<file path="src/rtl/mag_pkg.sv">
// mag_pkg: shared widths, window defaults and magnitude sample type
package mag_pkg;
  localparam int DEPTH = 8;
  localparam int LOG2_DEPTH = $clog2(DEPTH);
  localparam int MAG_W = 8;
  localparam int SUM_W = MAG_W + LOG2_DEPTH;
  typedef logic [MAG_W-1:0] mag_t;
endpackage

</file>
<file path="src/rtl/window_max_tree.sv">
// window_max_tree: combinational balanced compare tree returning the largest of N samples
module window_max_tree
  import mag_pkg::*;
#(
  parameter int N = 8
) (
  input  mag_t din [N],
  output mag_t dmax
);
  mag_t node [2*N-1];
  // heap layout: leaves at N-1.., each inner node keeps the larger child, root at 0
  always_comb begin
    for (int k = 0; k < 2*N-1; k++) node[k] = '0;
    for (int k = 0; k < N; k++) node[N-1+k] = din[k];
    for (int k = N-2; k >= 0; k--) node[k] = node[2*k+1] > node[2*k+2] ? node[2*k+1] : node[2*k+2];
  end
  assign dmax = node[0];
endmodule

</file>
<file path="src/rtl/mag_window_stats.sv">
// mag_window_stats: sliding-window average, peak, fill count and hysteresis alarm over magnitudes
module mag_window_stats #(
  parameter int DEPTH = mag_pkg::DEPTH,
  parameter int LOG2_DEPTH = $clog2(DEPTH)
) (
  input  logic                  clk,
  input  logic                  rst_n,
  input  mag_pkg::mag_t         mag_in,
  input  logic                  mag_valid,
  input  logic                  clear,
  input  mag_pkg::mag_t         thr_hi,
  input  mag_pkg::mag_t         thr_lo,
  output mag_pkg::mag_t         avg_out,
  output mag_pkg::mag_t         peak_out,
  output logic [LOG2_DEPTH:0]   fill_count,
  output logic                  alarm,
  output logic                  out_valid
);
  import mag_pkg::*;
  localparam int SW = MAG_W + LOG2_DEPTH;
  localparam logic [LOG2_DEPTH:0] FULL = (LOG2_DEPTH+1)'(DEPTH);
  mag_t slots [DEPTH];
  logic [LOG2_DEPTH-1:0] wr_ptr;
  logic [SW-1:0] sum;
  logic req;
  mag_t win_max;
  mag_t new_avg;
  logic alarm_nxt;
  window_max_tree #(.N(DEPTH)) u_max (.din(slots), .dmax(win_max));
  assign new_avg = sum[SW-1:LOG2_DEPTH];
  // set wins over clear so overlapping thresholds resolve to alarm on
  always_comb alarm_nxt = new_avg >= thr_hi ? 1'b1 : new_avg <= thr_lo ? 1'b0 : alarm;
  // stage 1: write the sample, keep a running sum by swapping out the overwritten slot
  always_ff @(posedge clk or negedge rst_n) begin
    if (!rst_n) begin
      for (int k = 0; k < DEPTH; k++) slots[k] <= '0;
      wr_ptr     <= '0;
      sum        <= '0;
      fill_count <= '0;
      req        <= 1'b0;
    end else if (clear) begin
      for (int k = 0; k < DEPTH; k++) slots[k] <= '0;
      wr_ptr     <= '0;
      sum        <= '0;
      fill_count <= '0;
      req        <= 1'b0;
    end else begin
      req <= mag_valid;
      if (mag_valid) begin
        slots[wr_ptr] <= mag_in;
        sum           <= sum + SW'(mag_in) - SW'(slots[wr_ptr]);
        wr_ptr        <= wr_ptr + LOG2_DEPTH'(1);
        fill_count    <= fill_count == FULL ? FULL : fill_count + 1'b1;
      end
    end
  end
  // stage 2: publish average, peak and alarm from the updated window with a one-cycle strobe
  always_ff @(posedge clk or negedge rst_n) begin
    if (!rst_n) begin
      avg_out   <= '0;
      peak_out  <= '0;
      alarm     <= 1'b0;
      out_valid <= 1'b0;
    end else if (clear) begin
      avg_out   <= '0;
      peak_out  <= '0;
      alarm     <= 1'b0;
      out_valid <= 1'b0;
    end else begin
      out_valid <= req;
      if (req) begin
        avg_out  <= new_avg;
        peak_out <= win_max;
        alarm    <= alarm_nxt;
      end
    end
  end
endmodule

</file>
<file path="config.mk">
export PLATFORM = sky130hd
export DESIGN_NAME = mag_window_stats
export DESIGN_NICKNAME = d
export VERILOG_FILES = /design/src/rtl/mag_pkg.sv /design/src/rtl/window_max_tree.sv /design/src/rtl/mag_window_stats.sv
export SDC_FILE = /design/constraint.sdc
export NUM_CORES = 1
export LEC_CHECK = 0
export CORE_MARGIN = 1
export CORE_UTILIZATION = 55
export DETAILED_ROUTE_END_ITERATION = 16
export GPL_TIMING_DRIVEN = 0
export HOLD_SLACK_MARGIN = 0.1
export PLACE_DENSITY = 0.75
export SLEW_MARGIN = 20
export SYNTH_ARGS = -nofsm -noshare
export SYNTH_HDL_FRONTEND = slang
export SYNTH_HIERARCHICAL = 1
export SYNTH_SLANG_ARGS = --single-unit
export TNS_END_PERCENT = 1
</file>
<file path="constraint.sdc">
create_clock -name clk -period 7 [get_ports clk]
set_input_delay 0.7 -clock clk [delete_from_list [all_inputs] [get_ports clk]]
set_output_delay 0.7 -clock clk [all_outputs]
set_load 0.02 [all_outputs]
</file>
**Word-level counts from Yosys, hierarchy flattened**

Index checks and enable logic that the tools add are counted.

- Bitwise operators: 1
- Reductions and logical operators: 5
- $add $sub $neg: 4
- Multiplexer cells: 32
- Magnitude comparators: 11
- Equality and inequality tests: 1

Operator list:

| operator | number |
|---|---|
| $mux W64 | 2 |
| $mux W8 | 14 |
| $bwmux W64 | 1 |
| $gt A8 B8 Y1 | 7 |
| $bmux W8 S3 | 1 |
| $demux W8 S3 | 1 |
| $mux W11 | 2 |
| $mux W4 | 3 |
| $add A11 B8 Y11 | 1 |
| $sub A11 B8 Y11 | 1 |
| $ge A8 B8 Y1 | 1 |
| $le A8 B8 Y1 | 1 |
| $mux W1 | 6 |
| $mux W3 | 2 |
| $add A4 B1 Y4 const B | 1 |
| $eq A4 B4 Y1 const B | 1 |
| $ge A4 B4 Y1 const B | 1 |
| $lt A4 B1 Y1 const B | 1 |
| $not A3 Y4 | 1 |
| $reduce_bool A2 Y1 | 2 |
| $add A3 B1 Y3 const B | 1 |
| $reduce_bool A3 Y1 | 1 |
| $reduce_and A2 Y1 | 1 |
| $logic_and A1 B1 Y1 | 1 |

- Register bits: 101
- Word-level logic and storage cells: 70
- Output and inout port bits: 22

**Longest topological paths before layout**

- Word-level depth: 8
- Depth in mapped cells: 30
- Mapped depth without buffers: 28

**Cells and area by module**

The synthesis kept the hierarchy.

Modules (own cells, without submodules):

| module | seq. area each (sq um) | area an instance (sq um) | cells each | instances |
|---|---|---|---|---|
| mag_window_stats | 2527.4 | 5931.9 | 664 | 1 |
| window_max_tree | 0.0 | 2298.5 | 284 | 1 |

**Worst setup path after synthesis**

Ideal clock, no wire load.

- Path kind: reg-to-reg
- From: register slots[17] in the netlist's numbering
- To: register peak_out[3]
- Buffers on the path: 1
- Data arrival time: 5.407 ns
- Setup slack: 1.461 ns
- Stages on the path, launching flop included: 28
- Cells stage by stage: dfrtp_1 -> inv_1 -> ha_1 -> nor2b_1 -> o211ai_1 -> a21oi_1 -> o31ai_2 -> mux2i_1 -> inv_1 -> ha_1 -> a21o_1 -> a21oi_1 -> and3_1 -> a21o_1 -> o311a_4 -> a21oi_4 -> mux2_2 -> ha_1 -> a21o_1 -> a21o_1 -> a21oi_1 -> o21ai_0 -> o21a_1 -> clkbuf_1 -> a2111o_1 -> o211a_1 -> mux2i_1 -> nor2_1

- Longest elaborated chain between the ends: 8

Ends and longest elaborated chain:

| element | RTL line | source |
|---|---|---|
| from (decl) | mag_window_stats.sv:22 | `mag_t slots [DEPTH];` |
| from (signal, indexed assignment) | mag_window_stats.sv:50 | `slots[wr_ptr] <= mag_in;` |
| $gt A8 B8 Y1 | window_max_tree.sv:15 | `for (int k = N-2; k >= 0; k--) node[k] = node[2*k+1] > node[2*k+2] ? node[2*k+1] : node[2*k+2];` |
| $mux W8 (*) | window_max_tree.sv:15 |  |
| $gt A8 B8 Y1 | window_max_tree.sv:15 |  |
| $mux W8 (*) | window_max_tree.sv:15 |  |
| $gt A8 B8 Y1 | window_max_tree.sv:15 |  |
| $mux W8 (*) | window_max_tree.sv:15 |  |
| net win_max[3] | mag_window_stats.sv:26 | `mag_t win_max;` |
| $mux W8 (*) | mag_window_stats.sv:71 | `if (req) begin` |
| $mux W8 (*) | mag_window_stats.sv:64 | `end else if (clear) begin` |
| to (signal assigned) | mag_window_stats.sv:73 | `peak_out <= win_max;` |
| to (decl) | mag_window_stats.sv:14 | `output mag_pkg::mag_t peak_out,` |

The timed path passes the listed nets; every way through them passes the cells marked *. The select of a mux whose other input is x is not followed.
A chain may end at the register's enable or synchronous reset.

**Worst setup path after layout**

- From: register slots[17] in the netlist's numbering
- To: register peak_out[6]

Same word-level chain as after synthesis.

==> reports/results.txt <==
Num rows: 44
Switch share: 36.8%
CTS hold repair buffers: 0
Die ar.: 15500 µm²
Min Tclk post-route: 6.43 ns
Global-route wire length before repair: 36800 µm
Number of I/O pins: 50
Max VDD drop: 0.000202 V
Setup bufs post-CTS: 0
Cell area after synthesis: 8230 µm²
Clk pwr share: 25.7%
Status: finished clean
Number of diodes: 0
Synth warnings: 6
Setup WS post-layout: 0.566 ns
Initial antenna violation count: 0
WP data arrival: 6.66 ns
Commonest non-fill, non-tap cell in the layout: nand2_1
Slew @ Worst Pin: 0.814 ns
Max layer used: met4
Clock slew at reported path FFs: 0.07 ns
Drt drc: 0
Internal cell power: 1.33 mW
Async set-reset flop share out of synthesis: 100%
Met3 wire length: 1460 µm
Number of H-tree levels: 3
IO Port Bufs: 41
Final Hold Viols: 0
Synth Instances: 948
Met2 Wirelength: 10700 µm
Most numerous cell on the critical path: a21o_1
Largest net degree at the start of global routing: 69
PostCTS Resize Cnt: 0
Slew Viols, Final: 0
Top_reg_cell synth: dfrtp_1
Antenna Nets Post-Route: 0
CTS buffer count: 9
EDFF count, synth: 0
Reg-to-reg slack, setup: 0.57 ns
WP data required: 7.22 ns
Pre-antenna DRT Iters: 5
Seq/Total Area, Yosys: 30.7%
Synthesis-stage register bit count: 101
Layout cells sized above 1: 8.05%
HPWL after DPL: 17400 µm
Root Buffer: clkbuf_16
Critical Path End: peak_out[6]$_DFFE_PN0P_
Peak Freq: 0.155 GHz
Design Area, Final: 9220 µm²
Commonest non-fill, non-tap cells in the layout: nand2_1, inv_1, dfrtp_1
Area Growth Syn to Fin: 12.1%
Crit path max-delay cell type: o31ai_2
Overflow after GRT: 0
CTS tree: done
Die width: 124 µm
Hold WC Path Type: in -> async
Largest fanout on the critical path: 10
Leak: 4.37 nW
Placer Congestion: 0.984
R2r endpoint: peak_out[6]$_DFFE_PN0P_
Met1 wire length: 10100 µm
P per Cell Area: 227 nW/µm²
Average wire per standard cell: 19.3 µm
Core Area: 14600 µm²
Vias: 7167
Placed cell area: 8900 µm²
Max transition margin: 45.4%
Period utilization: 91.9%
CP endpoint kind: flip-flop
Later-pin clock latency in the skew report: 0.35 ns
Setup TNS: 0 ns
Final Skew: 0.00703 ns
Final setup fails: 0
Post-synth cell types: 77
Total track usage: 30.4%
R2R cell count: 27
Worst slack at placement: 0.655 ns
Setup crit start: slots[17]$_DFFE_PN0P_
Reg-to-reg critical path startpoint: slots[17]$_DFFE_PN0P_
Initial Utilization: 56.4%
Nets: 1122
Synthesized Nets: 1069
Final WL: 23000 µm
Mapped Avg Cell Area: 8.68 µm²
Logic pwr share: 41.8%
Die height: 124 µm
Net Sw Power: 0.772 mW
RSZ-0062 raised after global routing: false
Reg power frac: 32.5%
Initial DRC count: 492
Fillcell total: 1253
DR vias/cell: 6.02
Max clock buf depth: 2
WS Path Type: reg -> reg
Max-Cap Viols: 0
CTS Sinks: 101
Kind of start point of the critical path: flip-flop
Vias in the first global route: 7052
Critical Path Max Stage Delay: 0.71 ns
==> cell type report <==
class | count | area [µm²] | share of cell area [%]
well taps | 184 | 230 | 2.50
repair buffers | 42 | 439 | 4.76
clock buffers | 14 | 284 | 3.08
flip-flops and latches | 101 | 2530 | 27.4
plain buffers | 39 | 205 | 2.22
inverters | 105 | 394 | 4.27
clock inverters | 2 | 38.8 | 0.421
multi-input cells | 703 | 5100 | 55.3
==> cell usage after synthesis (all sizes together), types with 13 or more instances <==
master,count,area share (%)
a21oi,102,6.4
buf,20,1.6
nor2,58,2.8
inv,105,4.8
nand2,166,7.8
a21o,16,1.5
o21ai,21,1.3
dfrtp,101,31
ha,85,13
nand2b,23,1.8
mux2i,66,8.0
clkbuf,19,0.87
mux2,18,2.6
nand4,13,1.1
==> metrics by stage <==
stage / hold slack (ns) / instances / util, % / power [mW]
final: 0.229 / 1190 / 63.2 / 2.10
after global routing: 0.252 / 1190 / 63.2 / 2.21
after CTS: 0.236 / 1190 / 63.2 / 2.09
after detailed placement: 0.515 / 1174 / 61.0 / 1.55
after global placement: 0.508 / 1173 / 60.8 / 1.53
after floorplan: 0.404 / 948 / - / 1.33
==> registers in the layout, indices dropped and copies added, names as in the netlist <==
name        flops
wr_ptr          3
slots          64
req             1
sum            11
avg_out         8
alarm           1
fill_count      4
peak_out        8
out_valid       1
==> power by group through the flow <==
stage	combinational (mW)	clock, mW	sequential, mW
finish	0.876	0.540	0.682
global route	0.958	0.565	0.686
CTS	0.864	0.545	0.681
detailed placement	0.860	0	0.693
global placement	0.837	0	0.692
floorplan	0.643	0	0.684
==> cell families (layout without fill, tap and decap cells) <==
family                   after synthesis  count (layout)  synth area share [%]
AO/OA/AOI/OAI                        214             214                  18.0
flip-flops                           101             101                  30.7
buffers and inverters                144             202                  7.28
AND/OR/NAND/NOR                      303             303                  17.0
multiplexers                          88              88                  11.7
adder cells (fa/ha/maj)               93              93                  14.9
XOR/XNOR                               5               5                 0.532
==> critical path, delay by kind of cell, from the launching register on <==
kind / cells / cell delay [ns]
buffers and inverters: 3 / 0.46
AOI/OAI and AO/OA: 15 / 3.23
adders and majority gates: 3 / 0.92
muxes: 3 / 0.88
DFF: 1 / 0.42
and+or+nand+nor: 3 / 0.38
==> per-layer routing <==
layer  GRT usage, %  up-vias
li1               -     3386
met1           40.2     3469
met2           49.9      262
met3           4.85       50
met4           11.9        0
met5              0        -
==> how the worst min path moves through the flow <==
stage | depth (start not counted) | start | slack [ns] | end
global route | 1 | rst_n | 0.25 | slots[52]$_DFFE_PN0P_
CTS | 1 | rst_n | 0.24 | slots[59]$_DFFE_PN0P_
finish | 1 | rst_n | 0.23 | slots[51]$_DFFE_PN0P_
floorplan | 0 | rst_n | 0.40 | alarm$_DFFE_PN0P_
detailed placement | 2 | peak_out[4]$_DFFE_PN0P_ | 0.52 | peak_out[4]$_DFFE_PN0P_
global placement | 2 | peak_out[4]$_DFFE_PN0P_ | 0.51 | peak_out[4]$_DFFE_PN0P_
Note: power is estimated with default switching activity, not from simulation.
